$ cat src/rtl/player_missile_ctrl.sv
// Player missile launcher: launches from the ship on a Fire edge, climbs once per
// frame, and emits a single-cycle hit when the missile box overlaps an enemy pixel.
module player_missile_ctrl #(
  parameter int MISSILE_W       = 2,
  parameter int MISSILE_H       = 8,
  parameter int MISSILE_SPEED   = 4,
  parameter int LAUNCH_Y        = 420,
  parameter int SHIP_W          = 32,
  parameter int COOLDOWN_FRAMES = 8
) (
  input  logic       Clk,
  input  logic       Reset,
  input  logic       frame_clk,
  input  logic       Fire,
  input  logic       is_playing,
  input  logic [9:0] ShipX,
  input  logic [9:0] DrawX,
  input  logic [9:0] DrawY,
  input  logic       enemy_on,
  output logic       hit,
  output logic       missile_on,
  output logic [7:0] missile_R,
  output logic [7:0] missile_G,
  output logic [7:0] missile_B,
  output logic [7:0] shots_fired,
  output logic [1:0] dbg_state,
  output logic [9:0] dbg_missile_x,
  output logic [9:0] dbg_missile_y
);

  localparam int CD_W = $clog2(COOLDOWN_FRAMES + 1);

  typedef enum logic [1:0] {
    IDLE     = 2'd0,
    FLY      = 2'd1,
    HIT      = 2'd2,
    COOLDOWN = 2'd3
  } state_t;

  state_t          state, state_n;
  logic [9:0]      missile_x, missile_y;
  logic [CD_W-1:0] cooldown;
  logic            fire_q;
  logic            frame_s1, frame_s2, frame_s3;
  logic            frame_tick;
  logic            fire_rise;
  logic            collide;
  logic [10:0]     launch_x_raw;
  logic [9:0]      launch_x;
  logic [10:0]     x_hi, y_hi;
  logic            in_x, in_y;

  assign fire_rise = Fire & ~fire_q;

  // Launch X is centred on the ship and clamped so the whole missile stays on screen.
  always_comb begin
    launch_x_raw = {1'b0, ShipX} + 11'(SHIP_W / 2 - MISSILE_W / 2);
    if (launch_x_raw > 11'(640 - MISSILE_W)) launch_x = 10'(640 - MISSILE_W);
    else                                     launch_x = launch_x_raw[9:0];
  end

  // Box bounds carried in 11 bits so a missile near 1023 cannot wrap.
  always_comb begin
    x_hi = {1'b0, missile_x} + 11'(MISSILE_W);
    y_hi = {1'b0, missile_y} + 11'(MISSILE_H);
    in_x = (DrawX >= missile_x) && ({1'b0, DrawX} < x_hi);
    in_y = (DrawY >= missile_y) && ({1'b0, DrawY} < y_hi);
  end

  assign collide = missile_on & enemy_on & is_playing;

  // State register
  always_ff @(posedge Clk) begin
    if (Reset) state <= IDLE;
    else       state <= state_n;
  end

  // Next-state logic; a collision takes priority over a simultaneous frame tick.
  always_comb begin
    state_n = state;
    if (!is_playing) begin
      state_n = IDLE;
    end else begin
      case (state)
        IDLE:     if (fire_rise) state_n = FLY;
        FLY: begin
          if (collide)                                             state_n = HIT;
          else if (frame_tick && missile_y < 10'(MISSILE_SPEED))   state_n = IDLE;
        end
        HIT:      state_n = COOLDOWN;
        COOLDOWN: if (cooldown == '0 || (frame_tick && cooldown == CD_W'(1))) state_n = IDLE;
        default:  state_n = IDLE;
      endcase
    end
  end

  // Outputs
  always_comb begin
    hit        = (state == HIT) && is_playing;
    missile_on = (state == FLY) && in_x && in_y;
    missile_R  = missile_on ? 8'hFF : 8'h00;
    missile_G  = missile_on ? 8'hFF : 8'h00;
    missile_B  = 8'h00;
  end

  // Edge detection and the missile datapath.
  always_ff @(posedge Clk) begin
    if (Reset) begin
      fire_q      <= 1'b0;
      frame_s1    <= 1'b0;
      frame_s2    <= 1'b0;
      frame_s3    <= 1'b0;
      frame_tick  <= 1'b0;
      missile_x   <= '0;
      missile_y   <= '0;
      cooldown    <= '0;
      shots_fired <= '0;
    end else begin
      fire_q     <= Fire;
      frame_s1   <= frame_clk;
      frame_s2   <= frame_s1;
      frame_s3   <= frame_s2;
      frame_tick <= frame_s2 & ~frame_s3;
      if (!is_playing) begin
        cooldown <= '0;
      end else begin
        case (state)
          IDLE: begin
            if (fire_rise) begin
              missile_x <= launch_x;
              missile_y <= 10'(LAUNCH_Y);
              if (shots_fired != 8'hFF) shots_fired <= shots_fired + 8'd1;
            end
          end
          FLY: begin
            if (!collide && frame_tick && missile_y >= 10'(MISSILE_SPEED))
              missile_y <= missile_y - 10'(MISSILE_SPEED);
          end
          HIT:      cooldown <= CD_W'(COOLDOWN_FRAMES);
          COOLDOWN: if (frame_tick && cooldown != '0) cooldown <= cooldown - CD_W'(1);
          default:  ;
        endcase
      end
    end
  end

  assign dbg_state     = state;
  assign dbg_missile_x = missile_x;
  assign dbg_missile_y = missile_y;

endmodule
$ cat config.mk
export PLATFORM = sky130hd
export DESIGN_NAME = player_missile_ctrl
export DESIGN_NICKNAME = d
export VERILOG_FILES = /design/src/rtl/player_missile_ctrl.sv
export SDC_FILE = /design/constraint.sdc
export NUM_CORES = 1
export LEC_CHECK = 0
export CELL_PAD_IN_SITES_DETAIL_PLACEMENT = 0
export CELL_PAD_IN_SITES_GLOBAL_PLACEMENT = 1
export CORE_AREA = 4 4 97 99
export CTS_BUF_LIST = sky130_fd_sc_hd__clkbuf_4 sky130_fd_sc_hd__clkbuf_8 sky130_fd_sc_hd__clkbuf_16
export DETAILED_ROUTE_END_ITERATION = 10
export DIE_AREA = 0 0 101 103
export PLACE_DENSITY_LB_ADDON = 0.1
export SYNTH_ARGS = -nofsm -noshare
export SYNTH_HDL_FRONTEND = slang
export SYNTH_SLANG_ARGS = --single-unit
$ cat constraint.sdc
create_clock -name Clk -period 7.35 [get_ports Clk]
set_input_delay 1.47 -clock Clk [delete_from_list [all_inputs] [get_ports Clk]]
set_output_delay 1.47 -clock Clk [all_outputs]
set_load 0.05 [all_outputs]
* Yosys cells after proc, flatten, opt, wreduce, memory -nomap -nowiden
Index checks and enable logic that the tools add are counted.
Cells by class: add/subtract/negate cells 6, $lt $le $gt $ge 7, equal/unequal tests 10, multiplexer cells 12, bitwise gates (word level) 7, reduce and logical (&&, ||, !) cells 23
Operators with widths (count):
- $mux W10 | 3
- $add A10 B4 Y11 const B | 2
- $lt A10 B11 Y1 | 2
- $ge A10 B10 Y1 | 2
- $pmux W10 S2 | 1
- $add A10 B2 Y11 const B | 1
- $gt A11 B10 Y1 const B | 1
- $ge A10 B3 Y1 const B | 1
- $logic_and A1 B1 Y1 | 10
- $lt A10 B3 Y1 const B | 1
- $sub A10 B3 Y10 const B | 1
- $add A8 B1 Y8 const B | 1
- $mux W2 | 4
- $mux W8 | 1
- $ne A8 B8 Y1 const B | 1
- $pmux W2 S4 | 1
- $pmux W4 S2 | 1
- $reduce_and A4 Y1 | 2
- $ne A2 B2 Y1 const B | 3
- $reduce_and A3 Y1 | 2
- $and A1 B1 Y1 | 4
- $eq A2 B2 Y1 const B | 2
- $eq A4 B1 Y1 const B | 1
- $logic_not A4 Y1 | 1
- 13 further kinds | 16
Storage, ports and cells: bits in registers 39, input port bits 36, output and inout port bits 56, logic and storage cells 75

* Longest topological paths before layout
Gate-level depths: netlist (run 1).
word-level depth 12, mapped depth 13, gate-level depth less buffers 13

* Worst setup path after synthesis (run 1)
OpenSTA, ideal clock, no wires.
path kind input to output, start input port DrawX[4], end output port missile_G[0], arrival time 4.020 ns, required time 5.880 ns, path slack 1.860 ns, stages 8, path buffers 1, path through ha_1 a21oi_1 a211oi_1 a2111o_1 a2bb2oi_1 nand2_1 nor2_1 buf_4
Between the ends: longest elaborated chain between the ends 5, elaborated cells between the ends (all ways) 6, classes of those cells order compare: 2; mux: 1; reduce/logical: 3
RTL lines:
- start, declared | line 17 | input logic [9:0] DrawX,
- $lt A10 B11 Y1 / $ge A10 B10 Y1 (equally long branches) | line 66 | in_x = (DrawX >= missile_x) && ({1'b0, DrawX} < x_hi);
- $logic_and A1 B1 Y1 (*) | line 66
- $logic_and A1 B1 Y1 (*) (2 in a row) | line 100 | missile_on = (state == FLY) && in_x && in_y;
- named net missile_on | line 21 | output logic missile_on,
- $mux W8 (*) | line 102 | missile_G = missile_on ? 8'hFF : 8'h00;
- end, declared | line 23 | output logic [7:0] missile_G,
The timed path passes the listed nets; every way through them passes the cells marked *.

* Worst setup path after layout (run 1)
start input port DrawX[4], end output port missile_R[2]
Between the ends: longest elaborated chain between the ends 5, elaborated cells between the ends (all ways) 6, classes of those cells order compare: 2; mux: 1; reduce/logical: 3
RTL lines:
- $lt A10 B11 Y1 / $ge A10 B10 Y1 (equally long branches) | line 66
- $logic_and A1 B1 Y1 (*) | line 66
- $logic_and A1 B1 Y1 (*) (2 in a row) | line 100
- $mux W8 (*) | line 101 | missile_R = missile_on ? 8'hFF : 8'h00;
- end, declared | line 22 | output logic [7:0] missile_R,
Mark *: on every way between the ends. The rest lies on a longest branch, timed or not.

==> results of run 1 <==
-- synth_stat cells, types with 4 or more instances --
cell type	instances
a221oi_1	5
nor3_1	16
ha_1	45
buf_4	26
and3_1	5
nor2b_1	8
a21oi_1	17
dfxtp_1	37
nand4_1	9
nand2b_1	5
xor2_1	9
a31oi_1	7
nand3_1	18
clkbuf_1	5
inv_1	29
o211ai_1	4
a211oi_1	5
o21ai_0	6
xnor2_1	17
nand2_1	27
nor2_1	31
-- layout make-up --
type / instances / share of cell area
well taps: 108 / 0.0337
flip-flops and latches: 37 / 0.185
inverters: 30 / 0.0281
clock buffers: 7 / 0.0225
repair buffers: 80 / 0.199
multi-input cells: 290 / 0.532
-- logic make-up after synthesis --
| group | Yosys count | synth area share |
|---|---|---|
| AND/OR/NAND/NOR | 137 | 0.235 |
| AO/OA/AOI/OAI | 69 | 0.164 |
| buffers and inverters | 63 | 0.108 |
| adder cells (fa/ha/maj) | 45 | 0.177 |
| flip-flops | 37 | 0.233 |
| XOR/XNOR | 26 | 0.0716 |
| multiplexers | 3 | 0.0102 |
| other | 1 | 0.00118 |
-- how the worst max path moves through the flow --
| stage | startpoint | to | depth (start not counted) | slack, ns |
|---|---|---|---|---|
| final | DrawX[4] | missile_R[2] | 9 | 1.12 |
| after global placement | DrawX[9] | missile_G[6] | 9 | 1.16 |
| after detailed placement | DrawX[4] | missile_G[6] | 9 | 1.09 |
| after global routing | DrawX[6] | missile_R[4] | 9 | 0.81 |
| after CTS | DrawX[4] | missile_G[6] | 9 | 1.09 |
| after floorplan | DrawX[4] | missile_G[0] | 8 | 1.86 |
-- state kept, by name, summed over array words and instances (netlist names), 2 cells and up --
register and cells:
dbg_missile_y 8, dbg_state 2, cooldown 4, dbg_missile_x 10, shots_fired 8
-- layer usage --
layer / routed length [um] / vias up / global-route usage
met2: 3410 / 66 / 0.244
met4: 70 / 0 / 0.0307
met1: 3750 / 1274 / 0.205
met3: 508 / 6 / 0.0318
met5: 0 / - / 0
li1: - / 1455 / -
-- critical path: cells and delay by family --
family | cells | cell delay [ns]
fa+ha+maj | 1 | 0.34
compound gates | 4 | 0.77
buf+inv | 2 | 1.40
simple gates | 2 | 0.76
-- power groups by stage --
stage	Sequential [mW]	Combinational (mW)	Clock, mW
after floorplan	0.238	0.0956	0
after detailed placement	0.222	0.161	0
after global routing	0.218	0.177	0.160
after CTS	0.217	0.162	0.153
after global placement	0.221	0.160	0
final	0.217	0.160	0.147
-- stage by stage --
stage | hold slack [ns] | utilization | worst slack, ns | cell area, um^2
floorplan | 0.367 | - | 1.86 | 3210
global placement | 0.373 | 0.458 | 1.16 | 3920
detailed placement | 0.375 | 0.458 | 1.09 | 3920
CTS | 0.381 | 0.469 | 1.09 | 4010
global route | 0.387 | 0.469 | 0.812 | 4010
finish | 0.377 | 0.469 | 1.12 | 4010
==> impl_metrics.toml, run 1 <==
[yosys]
synth_top_area_share = 0.233
synth_flop_cell = "dfxtp_1"
synth_area_um2 = 3180
ys_warn_count = 0
synth_top_cells_by_area = "dfxtp_1 23%, ha_1 18%, buf_4 6.1%"
synth_area_per_cell_um2 = 8.35
synth-seq-cells = 37
seq_area_frac_synth = 0.233
ys_async_sr_fraction = 0
synth_edf_count = 0
synth_cell_type_count = 64
yosysTopAreaCell = "dfxtp_1"
netlist_instances = 381

[critical_path]
cpPeakStageDelay_ns = 0.95
r2r_start = "dbg_missile_x[1]"
slowest_stage = "clkdlybuf4s50_1"
critPathLaunchType = "input port"
critPathArrivalTime_ns = 4.76
regToRegEndpoint = "dbg_missile_y[7]"
crit_path_end_kind = "primary output"
cp_max_fo = 17
cpMostUsedCell = "clkdlybuf4s50_1"
crit_path_cell_trace = "clkdlybuf4s50_1 > ha_1 > a21oi_1 > a211oi_1 > a2111o_1 > a2bb2oi_1 > nand2_1 > nor2_1 > clkdlybuf4s50_1"
crit_required_ns = 5.88
rr_worst_depth = 12
regToRegSetupSlack_ns = 4.36
path_class = "in2out"

[cts]
root_buffer = "clkbuf_8"
clkTransAtPathRegs_ns = 0.08
cts_hold_buf = 0
insertion_delay_ns = 0.28
cts_sinks = 37
htree_num_levels = 2
cts_made_buffers = 5
cts_buffer_depth = 2
cts_tree = "built"
post_cts_resize_count = 0
cts_setup_buffers = 0

[routing]
wl_mm = 7.73
via_count = 2801
ant_nets = 0
viasPerCell = 5.07
drc = 0
routedWlPerCell_um = 14.0
first_pass_iters = 5
first_iter_violations = 101

[layout]
area.growth.synth_to_final_pct = 26.0
layout.cells.non_filler = 552
mostFrequentLayoutCells = "79 x clkdlybuf4s50_1, 45 x ha_1, 37 x dfxtp_1"
fillCellCount = 862
multiInputGateArea_um2 = 2130
diodes = 0
regArea_um2 = 741
drive_gt1_frac = 0.0608
final_common_cell = "clkdlybuf4s50_1"
fin_nets = 525

[floorplan]
num_io_pins = 92
die_width_um = 101
die-area_um2 = 10400
core_area_um2 = 8550
rows = 34
die_h_um = 103
start_util = 0.372

[sta]
slew_violations = 0
worst-slew-pin-transition_ns = 0.830
finalHoldViolations = 0
fin_crit_ns = 6.23
tns_ns = 0
setup-violations-final = 0
fmax_mhz = 161
skew_ns = 0.00851
fin_crit_sh = 0.847
relSlewSlack = 0.444
rsz0062_at_grt = "false"

[grt]
antenna_found_initial = 0
grt_pass1_vias = 2707
overflow = 0
grt_max_degree = 31
grt_usage = 0.150
grt_pass1_wl_mm = 12.8

[power_and_ir_drop]
p_leak_nw = 1.51
clkPwrFrac = 0.280
combinationalPowerShare = 0.306
totalPowerFinal_mw = 0.524
switching_share = 0.331
p_seq_frac = 0.414
internal_power_mw = 0.351
vdd_drop_max_mv = 0.0972
p_switching_mw = 0.173
p_per_area_nw_per_um2 = 131

[place]
dp_cells = 545
io_buffers = 79
gp_congestion = 0.811
hpwlAfterDp_mm = 6.21

[min_path]
min_from = "frame_s3"
hp-class = "reg2reg"
worstHoldPathCells = 1
hold_end = "frame_tick"

[run]
max_cap_viol_count = 0

[status]
status = "finished, final reports clean"
No activity file was read; power rests on OpenSTA's default activity.
==> inputs of run 2 (changes only) <==
--- a/config.mk
+++ b/config.mk
@@ -7,10 +7,10 @@
 export LEC_CHECK = 0
 export CELL_PAD_IN_SITES_DETAIL_PLACEMENT = 0
 export CELL_PAD_IN_SITES_GLOBAL_PLACEMENT = 1
-export CORE_AREA = 4 4 97 99
+export CORE_AREA = 4 4 101 103
 export CTS_BUF_LIST = sky130_fd_sc_hd__clkbuf_4 sky130_fd_sc_hd__clkbuf_8 sky130_fd_sc_hd__clkbuf_16
 export DETAILED_ROUTE_END_ITERATION = 10
-export DIE_AREA = 0 0 101 103
+export DIE_AREA = 0 0 105 107
 export PLACE_DENSITY_LB_ADDON = 0.1
 export SYNTH_ARGS = -nofsm -noshare
 export SYNTH_HDL_FRONTEND = slang
==> constraint.sdc (replaced) <==
create_clock -name Clk -period 6.5 [get_ports Clk]
set_input_delay 1.3 -clock Clk [delete_from_list [all_inputs] [get_ports Clk]]
set_output_delay 1.3 -clock Clk [all_outputs]
set_load 0.05 [all_outputs]
==> run 2 against run 1 <==
Compared with the run above: die area is 8.0% higher; non-clock buffer count is 1 higher; clock power is 14% higher; routed wire length is 2.3% higher; clock skew is 0.0040 ns higher; sequential share of layout area is 0.052 points lower; flip-flop and latch count stayed put; cell area is 0.28% higher; core utilization is 3.2 points lower; via count is 0.79% higher; register-to-register slack worse by 0.91 ns; largest power group unchanged.
==> impl_metrics.toml, run 2 (synthesized netlist as in run 1, its figures left out) <==
[status]
status = "finished, final reports clean"

[cts]
cts_tree = "built"
post_cts_resize_count = 0
root_buffer = "clkbuf_8"
cts_hold_buf = 0
cts_buffer_depth = 2
htree_num_levels = 2
insertion_delay_ns = 0.29
cts_made_buffers = 5
clkTransAtPathRegs_ns = 0.07
cts_setup_buffers = 0
cts_sinks = 37

[layout]
drive_gt1_frac = 0.0629
area.growth.synth_to_final_pct = 26.4
largest_register_ffs = 10
diodes = 0
final_common_cell = "clkdlybuf4s50_1"
fin_nets = 526
mostFrequentLayoutCells = "79 x clkdlybuf4s50_1, 45 x ha_1, 37 x dfxtp_1"

[routing]
drc = 0
viasPerCell = 5.08
via_count = 2823
first_pass_iters = 4
met2_length_mm = 3.60
wl_met1_mm = 3.82
routedWlPerCell_um = 14.2
dr_wl_met3_um = 455
first_iter_violations = 127
route.top_layer_used = "met4"
wl_mm = 7.91
ant_nets = 0

[critical_path]
cpPeakStageDelay_ns = 0.83
crit_required_ns = 5.20
critPathBufInv = 3
crit_family = "buffers and inverters"
path_class = "in2out"
cpMostUsedCell = "clkdlybuf4s50_1"
critPathLaunchType = "input port"
crit_path_cell_trace = "clkdlybuf4s50_1 > ha_1 > a21oi_1 > a211oi_1 > a2111o_1 > a2bb2oi_1 > nand2_1 > nor2_1 > buf_4 > clkdlybuf4s50_1"
cp_max_fo = 17
crit_path_end_kind = "primary output"
slowest_stage = "clkdlybuf4s50_1"
critPathArrivalTime_ns = 4.16

[sta]
setup-violations-final = 0
finalHoldViolations = 0
fin_crit_ns = 5.46
fin_crit_sh = 0.840
relSlewSlack = 0.625
hold_slack_ns = 0.375
worst-slew-pin-transition_ns = 0.562
tns_ns = 0
rsz0062_at_grt = "false"
fmax_mhz = 183
slew_violations = 0
skew_ns = 0.0125

[place]
io_buffers = 79
gp_congestion = 0.775
hpwlAfterDp_mm = 6.37

[grt]
grt_pass1_vias = 2742
overflow = 0
grt_pass1_wl_mm = 13.3
grt_max_degree = 31
antenna_found_initial = 0
grt_usage = 0.142

[floorplan]
die_width_um = 105
num_io_pins = 92
die_h_um = 107
core_area_um2 = 9200
die-area_um2 = 11200
rows = 35
start_util = 0.346

[power_and_ir_drop]
vdd_drop_max_mv = 0.118
p_per_area_nw_per_um2 = 148
p_leak_nw = 1.52

[run]
max_cap_viol_count = 0

[min_path]
hp-class = "reg2reg"
[run 2: changes by cell type in the layout (fill, tap and decap cells not counted)]
cell,before,now
buf_4,1,2
[run 2: power breakdown]
part,switching (mW),internal (mW)
Clock,0.0781,0.0884
Sequential,0.0106,0.234
Combinational,0.109,0.0739
Total,0.198,0.397
[run 2: worst paths after layout]
check / slack [ns] / startpoint / cells after the start / endpoint
max: 1.04 / DrawX[4] / 10 / missile_R[3]
min reg2reg: 0.38 / frame_s3 / 1 / frame_tick
max reg2reg: 3.45 / dbg_missile_x[1] / 12 / dbg_missile_y[6]
min: 0.38 / frame_s3 / 1 / frame_tick
[run 2: metrics by stage]
stage | setup WS [ns] | total power, mW | cells | util | area, um^2
5_1_grt | 0.734 | 0.632 | 556 | 0.437 | 4020
3_5_place_dp | 1.02 | 0.434 | 549 | 0.427 | 3930
6_report | 1.04 | 0.594 | 556 | 0.437 | 4020
2_1_floorplan | 1.21 | 0.377 | 390 | - | 3210
4_1_cts | 1.02 | 0.603 | 556 | 0.437 | 4020
3_3_place_gp | 1.06 | 0.432 | 549 | 0.427 | 3930
[run 2: area by class of cell]
type | count | area [um^2]
clock buffers | 7 | 90.1
fillers | 937 | 5180
inverters | 30 | 113
multi-input cells | 290 | 2130
flip-flops and latches | 37 | 741
well taps | 111 | 139
repair buffers | 81 | 806
[run 2: worst reg2reg max path: stages, from the launching register on]
cell and delay [ns]:
dfxtp_1 0.40, inv_1 0.13, nor4_4 0.37, nand2_1 0.13, xnor2_1 0.15, ha_1 0.33, a21oi_1 0.13, and3_1 0.15
o21ai_0 0.14, a211oi_2 0.32, nand4b_2 0.32, a311oi_2 0.33, a31o_1 0.12
[run 2: metal layers]
metal  track usage  vias to the layer above
li1              -                     1458
met1         0.191                     1285
met2         0.232                       78
met3        0.0313                        2
met4        0.0328                        0
met5             0                        -
==> inputs of run 3 (changes only) <==
--- a/config.mk
+++ b/config.mk
@@ -7,10 +7,10 @@
 export LEC_CHECK = 0
 export CELL_PAD_IN_SITES_DETAIL_PLACEMENT = 0
 export CELL_PAD_IN_SITES_GLOBAL_PLACEMENT = 1
-export CORE_AREA = 4 4 101 103
+export CORE_AREA = 4 4 105 107
 export CTS_BUF_LIST = sky130_fd_sc_hd__clkbuf_4 sky130_fd_sc_hd__clkbuf_8 sky130_fd_sc_hd__clkbuf_16
 export DETAILED_ROUTE_END_ITERATION = 10
-export DIE_AREA = 0 0 105 107
+export DIE_AREA = 0 0 109 111
 export PLACE_DENSITY_LB_ADDON = 0.1
 export SYNTH_ARGS = -nofsm -noshare
 export SYNTH_HDL_FRONTEND = slang
==> constraint.sdc (replaced) <==
create_clock -name Clk -period 4.9 [get_ports Clk]
set_input_delay 0.98 -clock Clk [delete_from_list [all_inputs] [get_ports Clk]]
set_output_delay 0.98 -clock Clk [all_outputs]
set_load 0.05 [all_outputs]
==> run 3 against run 2 <==
Compared with the run above: flip-flop and latch count unchanged; largest power group unchanged; highest routed layer unchanged; via count down 0.46%; global-route usage down 0.62 points; clock skew down 0.0013 ns.
==> impl_metrics.toml, run 3 (synthesized netlist as in run 1, its figures left out) <==
[sta]
fin_ws_ns = 0.681
skew_ns = 0.0113
worst-slew-pin-transition_ns = 0.563
hold_slack_ns = 0.392
fmax_mhz = 237
finalHoldViolations = 0
fin_crit_ns = 4.22
rsz0062_at_grt = "false"
tns_ns = 0
fin_crit_sh = 0.861
setup-violations-final = 0
relSlewSlack = 0.624
slew_violations = 0

[layout]
final_common_cell = "clkdlybuf4s50_1"
area.growth.synth_to_final_pct = 33.2
fillCellCount = 1011
diodes = 0
drive_gt1_frac = 0.103
mostFrequentLayoutCells = "62 x clkdlybuf4s50_1, 45 x ha_1, 37 x dfxtp_1"
fin_nets = 526
largest_register_ffs = 10

[grt]
antenna_found_initial = 0
grt_max_degree = 31
grt_usage = 0.136
grt_pass1_vias = 2794
overflow = 0
grt_pass1_wl_mm = 13.6

[critical_path]
path_class = "in2out"
critPathArrivalTime_ns = 3.24
crit_required_ns = 3.92
cp_max_fo = 17
critPathLaunchType = "input port"
crit_path_end_kind = "primary output"

[power_and_ir_drop]
p_leak_nw = 1.60
p_per_area_nw_per_um2 = 187
vdd_drop_max_mv = 0.122

[status]
status = "finished, final reports clean"

[cts]
cts_hold_buf = 0
clkTransAtPathRegs_ns = 0.07
cts_setup_buffers = 0
cts_tree = "built"
cts_buffer_depth = 2
insertion_delay_ns = 0.29
post_cts_resize_count = 0
htree_num_levels = 2
cts_sinks = 37
root_buffer = "clkbuf_8"
cts_made_buffers = 5

[min_path]
hp-class = "reg2reg"

[routing]
met2_length_mm = 3.67
first_pass_iters = 4
wl_met1_mm = 3.86
routedWlPerCell_um = 13.9
ant_nets = 0
viasPerCell = 4.84
drc = 0
dr_wl_met3_um = 458
route.top_layer_used = "met4"
first_iter_violations = 86
via_count = 2810
wl_mm = 8.06

[floorplan]
die_h_um = 111
start_util = 0.314
die_width_um = 109
rows = 37
num_io_pins = 92
core_area_um2 = 10100
die-area_um2 = 12100

[run]
max_cap_viol_count = 0

[place]
gp_congestion = 0.770
hpwlAfterDp_mm = 6.56
io_buffers = 79
place_ws_ns = 0.634
run 3: cell type report:
type | instances | area [um^2] | area share
multi-input combinational | 290 | 2130 | 0.504
sequential | 37 | 741 | 0.175
clock buffer | 7 | 90.1 | 0.0213
inverter | 30 | 113 | 0.0266
timing repair buffer | 81 | 988 | 0.233
tap | 136 | 170 | 0.0402
run 3: worst max-delay path, stage by stage:
cell and delay [ns]:
clkdlybuf4s50_1 0.44, ha_1 0.33, nand4_1 0.12, a211oi_1 0.25, a2111o_1 0.13, a2bb2oi_1 0.28
nand2_1 0.10, nor2_2 0.17, buf_12 0.25, buf_12 0.17
run 3: path summary, 6_finish.rpt:
kind | startpoint | cells after the start | to | slack (ns)
setup / recovery | DrawX[9] | 10 | missile_G[3] | 0.68
hold reg to reg | frame_s3 | 1 | frame_tick | 0.39
setup reg to reg | dbg_missile_x[1] | 12 | dbg_missile_y[6] | 1.88
hold / removal | frame_s3 | 1 | frame_tick | 0.39
run 3: per-layer routing:
metal | vias up | GRT usage
li1 | 1461 | -
met1 | 1274 | 0.185
met2 | 69 | 0.220
met3 | 6 | 0.0291
met4 | 0 | 0.0278
met5 | - | 0
run 3: where the power goes:
group          internal [mW]  leakage [nW]  switching, mW  total (mW)
registers              0.311         0.301         0.0143       0.325
logic                  0.101          1.25          0.145       0.246
clock network          0.117        0.0477          0.105       0.222
run 3: per-stage QoR:
stage,power (mW),utilization,instances,area [um^2]
after floorplan,0.500,-,390,3220
final,0.793,0.418,581,4240
after detailed placement,0.580,0.409,574,4150
after global placement,0.578,0.409,574,4150
after global routing,0.839,0.418,581,4240
after CTS,0.808,0.418,581,4240
